==> config.mk <==
export PLATFORM = sky130hd
export DESIGN_NAME = wave_capture_ctrl
export DESIGN_NICKNAME = d
export VERILOG_FILES = /design/src/rtl/wave_capture_ctrl.sv
export SDC_FILE = /design/constraint.sdc
export NUM_CORES = 2
export LEC_CHECK = 0
export CORE_AREA = 4 4 490 492
export DETAILED_ROUTE_END_ITERATION = 10
export DIE_AREA = 0 0 494 496
export PLACE_DENSITY = 0.65
export SYNTH_ARGS = -nofsm -noshare
export SYNTH_HDL_FRONTEND = slang
export SYNTH_SLANG_ARGS = --single-unit
export TNS_END_PERCENT = 30
==> constraint.sdc <==
create_clock -name clk -period 4.5 [get_ports clk]
set_input_delay 0.675 -clock clk [delete_from_list [all_inputs] [get_ports clk]]
set_output_delay 0.675 -clock clk [all_outputs]
set_load 0.1 [all_outputs]
==> src/rtl/wave_capture_ctrl.sv <==
// ============================================================================
// Module   : wave_capture_ctrl
// Brief    : Triggered, decimated, double-buffered waveform capture sequencer.
//            Optional WAVE_CAP_AUTO_EN adds a forced capture after AUTO_TIMEOUT.
// Revision : 1.0 - initial release
// ============================================================================
`default_nettype none

module wave_capture_ctrl #(
    parameter int COLS       = 96,
    parameter int DW         = 12,
    parameter int DEF_DECIM  = 0,
    parameter int HOLD_TICKS = 2000
`ifdef WAVE_CAP_AUTO_EN
    ,
    parameter int AUTO_TIMEOUT = 4096
`endif
) (
    input  logic          clk,
    input  logic          rst,
    input  logic          sample_tick,
    input  logic [DW-1:0] mic_in,
    input  logic          pause_switch,
    input  logic          sp_up,
    input  logic          sp_down,
    input  logic [DW-1:0] trig_level,
    input  logic [6:0]    rd_x,
    output logic [DW-1:0] rd_data,
    output logic          frame_valid,
    output logic          frame_done,
    output logic [2:0]    decim_sel,
    output logic [1:0]    state
);

    localparam int HW = $clog2(HOLD_TICKS + 1);

    typedef enum logic [1:0] {
        S_IDLE = 2'd0,
        S_WAIT = 2'd1,
        S_CAP  = 2'd2,
        S_HOLD = 2'd3
    } state_t;

    state_t        r_state;
    logic          r_front;
    logic          r_fvalid;
    logic          r_fdone;
    logic [2:0]    r_decim;
    logic [6:0]    r_dcnt;
    logic [6:0]    r_widx;
    logic [HW-1:0] r_hold;
    logic [DW-1:0] r_prev;
    logic          r_pvalid;
    logic [DW-1:0] r_rd;

    logic [DW-1:0] r_mem0 [0:COLS-1];
    logic [DW-1:0] r_mem1 [0:COLS-1];

    logic          w_up;
    logic          w_dn;
    logic          w_dchg;
    logic          w_run;
    logic [6:0]    w_dmax;
    logic          w_dstb;
    logic          w_trig;
    logic          w_force;
    logic          w_start;
    logic          w_last;
    logic          w_wr_en;
    logic [6:0]    w_wr_addr;
    logic          w_rd_ok;
    logic [6:0]    w_rd_addr;

    // Speed changes saturate; simultaneous up+down is treated as no request.
    assign w_up   = sp_up && !sp_down && (r_decim != 3'd0);
    assign w_dn   = sp_down && !sp_up && (r_decim != 3'd7);
    assign w_dchg = w_up || w_dn;
    assign w_run  = sample_tick && !pause_switch;
    assign w_dmax = 7'((8'd1 << r_decim) - 8'd1);
    assign w_dstb = w_run && !w_dchg && (r_dcnt == w_dmax);

    assign w_trig = r_pvalid && (r_prev < trig_level) && (mic_in >= trig_level);

`ifdef WAVE_CAP_AUTO_EN
    localparam int TW = $clog2(AUTO_TIMEOUT + 1);
    logic [TW-1:0] r_tcnt;
    assign w_force = (r_tcnt == TW'(AUTO_TIMEOUT - 1));
`else
    assign w_force = 1'b0;
`endif

    assign w_start   = (r_state == S_WAIT) && w_dstb && (w_trig || w_force);
    assign w_last    = (r_widx == 7'(COLS - 1));
    assign w_wr_en   = w_start || ((r_state == S_CAP) && w_dstb);
    assign w_wr_addr = (r_state == S_CAP) ? r_widx : 7'd0;
    assign w_rd_ok   = r_fvalid && (rd_x < 7'(COLS));
    assign w_rd_addr = (rd_x < 7'(COLS)) ? rd_x : 7'd0;

    always_ff @(posedge clk) begin
        if (rst) begin
            r_decim <= 3'(DEF_DECIM);
            r_dcnt  <= 7'd0;
        end else begin
            if (w_up) begin
                r_decim <= r_decim - 3'd1;
            end else if (w_dn) begin
                r_decim <= r_decim + 3'd1;
            end
            if (w_dchg) begin
                r_dcnt <= 7'd0;
            end else if (w_run) begin
                r_dcnt <= (r_dcnt == w_dmax) ? 7'd0 : r_dcnt + 7'd1;
            end
        end
    end

    always_ff @(posedge clk) begin
        if (rst) begin
            r_state  <= S_IDLE;
            r_front  <= 1'b0;
            r_fvalid <= 1'b0;
            r_fdone  <= 1'b0;
            r_widx   <= 7'd0;
            r_hold   <= '0;
            r_prev   <= '0;
            r_pvalid <= 1'b0;
`ifdef WAVE_CAP_AUTO_EN
            r_tcnt   <= '0;
`endif
        end else begin
            r_fdone <= 1'b0;
            if (!pause_switch) begin
                case (r_state)
                    S_IDLE: begin
                        r_state  <= S_WAIT;
                        r_pvalid <= 1'b0;
`ifdef WAVE_CAP_AUTO_EN
                        r_tcnt   <= '0;
`endif
                    end
                    S_WAIT: begin
                        if (w_dstb) begin
                            r_prev   <= mic_in;
                            r_pvalid <= 1'b1;
`ifdef WAVE_CAP_AUTO_EN
                            r_tcnt   <= r_tcnt + 1'b1;
`endif
                            if (w_start) begin
                                r_widx  <= 7'd1;
                                r_state <= S_CAP;
                            end
                        end
                    end
                    S_CAP: begin
                        if (w_dstb) begin
                            if (w_last) begin
                                r_front  <= ~r_front;
                                r_fdone  <= 1'b1;
                                r_fvalid <= 1'b1;
                                r_hold   <= '0;
                                r_state  <= S_HOLD;
                            end else begin
                                r_widx <= r_widx + 7'd1;
                            end
                        end
                    end
                    S_HOLD: begin
                        if (w_run) begin
                            if (r_hold == HW'(HOLD_TICKS - 1)) begin
                                r_state  <= S_WAIT;
                                r_pvalid <= 1'b0;
`ifdef WAVE_CAP_AUTO_EN
                                r_tcnt   <= '0;
`endif
                            end else begin
                                r_hold <= r_hold + 1'b1;
                            end
                        end
                    end
                    default: r_state <= S_IDLE;
                endcase
            end
        end
    end

    // Writes always land in the bank that is not currently being displayed.
    always_ff @(posedge clk) begin
        if (w_wr_en) begin
            if (r_front) begin
                r_mem0[w_wr_addr] <= mic_in;
            end else begin
                r_mem1[w_wr_addr] <= mic_in;
            end
        end
    end

    always_ff @(posedge clk) begin
        if (rst) begin
            r_rd <= '0;
        end else if (w_rd_ok) begin
            r_rd <= r_front ? r_mem1[w_rd_addr] : r_mem0[w_rd_addr];
        end else begin
            r_rd <= '0;
        end
    end

    assign rd_data     = r_rd;
    assign frame_valid = r_fvalid;
    assign frame_done  = r_fdone;
    assign decim_sel   = r_decim;
    assign state       = r_state;

endmodule

`default_nettype wire
==> flow_summary_export.csv <==
group,metric,value,unit
timing,slew_viol_final,0,
pwr,netSwitchingFraction,23.2,%
setup_path,start_kind,"register",
pwr,seq_power_share,50.7,%
grt,grt_pass1_vias,58863,
logic_synthesis,synth_top_family_by_area,"compound AO/OA/AOI/OAI gates",
logic_synthesis,synth_fp_nets,6327,
logic_synthesis,synthMuxAreaShare,5.10,%
clocking,post_cts_resized,0,
drt,wirelength,315000,um
logic_synthesis,synth_cells,6258,
clocking,clockBufferDepth,3,
floorplan,die_w,494,um
pwr,power_per_cell_area,432,nW/um^2
logic_synthesis,synth-seq-cells,2362,
min_path,hp-class,"in2reg",
final_layout,drive_gt1_share,18.6,%
drt,drt-vias-per-instance,6.18,
final_layout,n_fill_cell,20057,
final_layout,regArea,70400,sq um
drt,wire_per_inst,31.5,um
logic_synthesis,synthXorXnorAreaFrac,0.159,%
job,drv_cap,0,
place,gp_congestion,0.964,
place,port_buffers,55,
logic_synthesis,synthAdderAreaFrac,0.435,%
grt,grt_max_degree,139,
logic_synthesis,synth_compound_area_share,9.75,%
logic_synthesis,syn_area_per_cell,15.0,sq um
logic_synthesis,ys.flop_type,"edfxtp_1",
pwr,switchingPower,11.1,mW
setup_path,cp.required,5.03,ns
clocking,cts_tree,"yes",
pwr,peakVddDrop,392,uV
timing,fin_worst_skew,0.0467,ns
clocking,cts_hold_buf,0,
pwr,total_power,47.7,mW
grt,grt-ovfl-total,0,
final_layout,syn2layout_area_growth,17.6,%
clocking,clkTransAtPathRegs,0.06,ns
logic_synthesis,yosys_warnings,0,
drt,num_vias,61993,
final_layout,finalNetCount,6744,
outcome,run_status,"completed",
timing,period_share,92.4,%
timing,rsz0062_at_grt,"no",
setup_path,cp.arrival,4.69,ns
floorplan,top_level_ports,56,
place,dp_cells,9595,
grt,grt_use_total,25.1,%
logic_synthesis,ys_seq_area_share,75.0,%
floorplan,die_area,245000,sq um
pwr,p_leak,35.9,nW
logic_synthesis,synth-simple-area-share,7.37,%
timing,max_slew_margin,13.1,%
setup_path,worstPathMaxFanout,40,
pwr,combPwrFrac,7.5,%
timing,hold_viol,0,
setup_path,critPathCaptureType,"register",
drt,postRouteAntennaNets,0,
drt,drc,0,
logic_synthesis,synth-async-reset-ratio,0,%
place,hpwl,198000,um
floorplan,die_y,496,um
clocking,cts_htree_levels,4,
grt,antenna_found_initial,13,
place,dpl_cell_area,103000,sq um
final_layout,final_area,110000,sq um
clocking,clock-root-buffer,"clkbuf_16",
final_layout,finalNonFillerCells,10026,
clocking,postCtsSetupRepairBufs,0,
drt,drtIter0Drc,10347,
floorplan,initial_utilization,39.9,%
timing,tightest_slew,1.29,ns
logic_synthesis,synth-edff-count,2304,
logic_synthesis,ys_types,85,
clocking,cts_buffers,228,
final_layout,multi_input_area,22300,sq um
timing,fmax,240,MHz
timing,finalCriticalPeriod,4.16,ns
clocking,cts_num_sinks,2362,
drt,first_pass_iters,8,
floorplan,fp-row-count,178,
timing,setup_tns,0,ns
pwr,pwr-share-clk,41.8,%
logic_synthesis,synth_area,93800,sq um
timing,setup_violations,0,
setup_path,critPathKind,"reg2reg",
floorplan,core_area,235000,sq um
pwr,intPower,36.6,mW
grt,grt_pass1_wl,444000,um
clocking,clkLatencyLatePin,0.87,ns
-- synth_stat cells (all sizes together) (5+ instances only) --
cell	instances	area share [%]
a2111oi	13	0.12
a211o	7	0.065
a211oi	72	0.58
a21oi	435	2.3
a221oi	10	0.093
a22oi	7	0.061
a311oi	6	0.056
a31oi	28	0.19
and3	6	0.040
buf	230	1.2
clkbuf	231	0.92
dfxtp	58	1.2
edfxtp	2304	74
ha	31	0.41
inv	26	0.10
mux2	20	0.24
mux2i	291	3.1
mux4	73	1.8
nand2	651	2.6
nand2b	35	0.23
nand3	56	0.30
nand4	35	0.23
nand4b	5	0.047
nor2	316	1.3
nor2b	11	0.073
nor3	233	1.4
nor4	96	0.64
o2111ai	25	0.23
o211ai	50	0.40
o21a	47	0.38
o21ai	211	1.1
o221ai	75	0.70
o22ai	405	2.7
o311ai	15	0.14
o31ai	8	0.079
o41ai	6	0.056
or2	9	0.060
or3	15	0.10
or4	18	0.14
xnor2	5	0.047
xor2	12	0.11
-- worst max-delay path, stage by stage, from the launching register on --
cell and delay, ns:
dfxtp_2 0.38, nor2_1 0.25, nand2_1 0.12, ha_1 0.30, xnor2_1 0.24, a2111oi_0 0.13, or4b_1 0.70, nor3_4 0.21
buf_4 0.17, nand3b_1 0.18, buf_12 0.30, buf_4 0.31, nor3_2 0.16, buf_4 0.26
-- registers in the layout, summed over array words and instances (netlist names) --
signal	count
r_pvalid	1
decim_sel	3
frame_done	1
r_front	1
r_mem1	1152
r_dcnt	7
state	2
r_widx	7
r_hold	11
r_prev	12
r_mem0	1152
frame_valid	1
rd_data	12
-- power groups by stage --
stage,combinational [mW],clock [mW],sequential (mW)
after floorplan,1.57,0,24.7
after global placement,3.44,0,24.6
after detailed placement,3.47,0,24.6
after CTS,3.48,20.1,24.2
after global routing,3.67,21.1,24.2
final,3.57,20.0,24.2
-- cells in the final DEF (no fill, tap or decap), types with 52 or more instances in the layout --
cell type	Yosys	final
nor3_2	33	177
nor3_1	199	55
edfxtp_1	2304	2304
clkbuf_16	0	231
o21ai_0	209	209
o221ai_1	75	75
nor4_1	96	96
buf_4	5	528
nand2_1	650	641
buf_12	0	67
dfxtp_1	58	54
nand3_1	56	52
a21oi_1	435	435
o22ai_1	405	405
clkinv_1	1	52
mux2i_1	291	291
a211oi_1	72	72
nor2_1	316	311
mux4_2	73	73
-- area by class of cell --
| class | instances | area share, % |
|---|---|---|
| Timing Repair Buffer | 648 | 5.30 |
| Multi-Input combinational cell | 3408 | 20.2 |
| Clock buffer | 269 | 5.40 |
| Tap cell | 3150 | 3.57 |
| Inverter | 27 | 0.0941 |
| Sequential cell | 2362 | 63.8 |
| Antenna cell | 3 | 0.00680 |
| Clock inverter | 159 | 1.67 |
-- kinds of logic after synthesis --
group	Yosys count
xor+xnor	17
fa+ha+maj	32
flops	2362
simple gates	1508
mux	384
buf+inv	488
compound gates	1467
-- metal layers --
layer	vias to the layer above	GRT usage, %	wire length, um
met4	6	11.0	16000
met5	-	0	46
li1	25432	-	-
met1	31027	34.3	118000
met3	743	7.45	42500
met2	4785	37.2	139000
-- stage by stage --
stage / util, % / setup slack [ns] / hold slack, ns
finish: 46.9 / 0.340 / 0.0727
global route: 46.9 / 0.115 / 0.0572
CTS: 46.9 / 0.393 / 0.0572
detailed placement: 43.6 / -0.251 / 0.452
global placement: 43.6 / -0.245 / 0.451
floorplan: - / -0.0254 / 0.436
-- final timing paths --
path | startpoint | end | slack (ns) | cells after the start
worst min register to register | r_prev[8]$_SDFFE_PP0P_ | r_prev[8]$_SDFFE_PP0P_ | 0.47 | 2
worst min-delay path | mic_in[10] | r_mem0[24][10]$_DFFE_PP_ | 0.07 | 1
worst max register to register | decim_sel[2]$_SDFFE_PP0P_ | r_mem0[36][5]$_DFFE_PP_ | 0.34 | 13
worst max-delay path | decim_sel[2]$_SDFFE_PP0P_ | r_mem0[36][5]$_DFFE_PP_ | 0.34 | 13
Note: power is estimated with default switching activity, not from simulation.
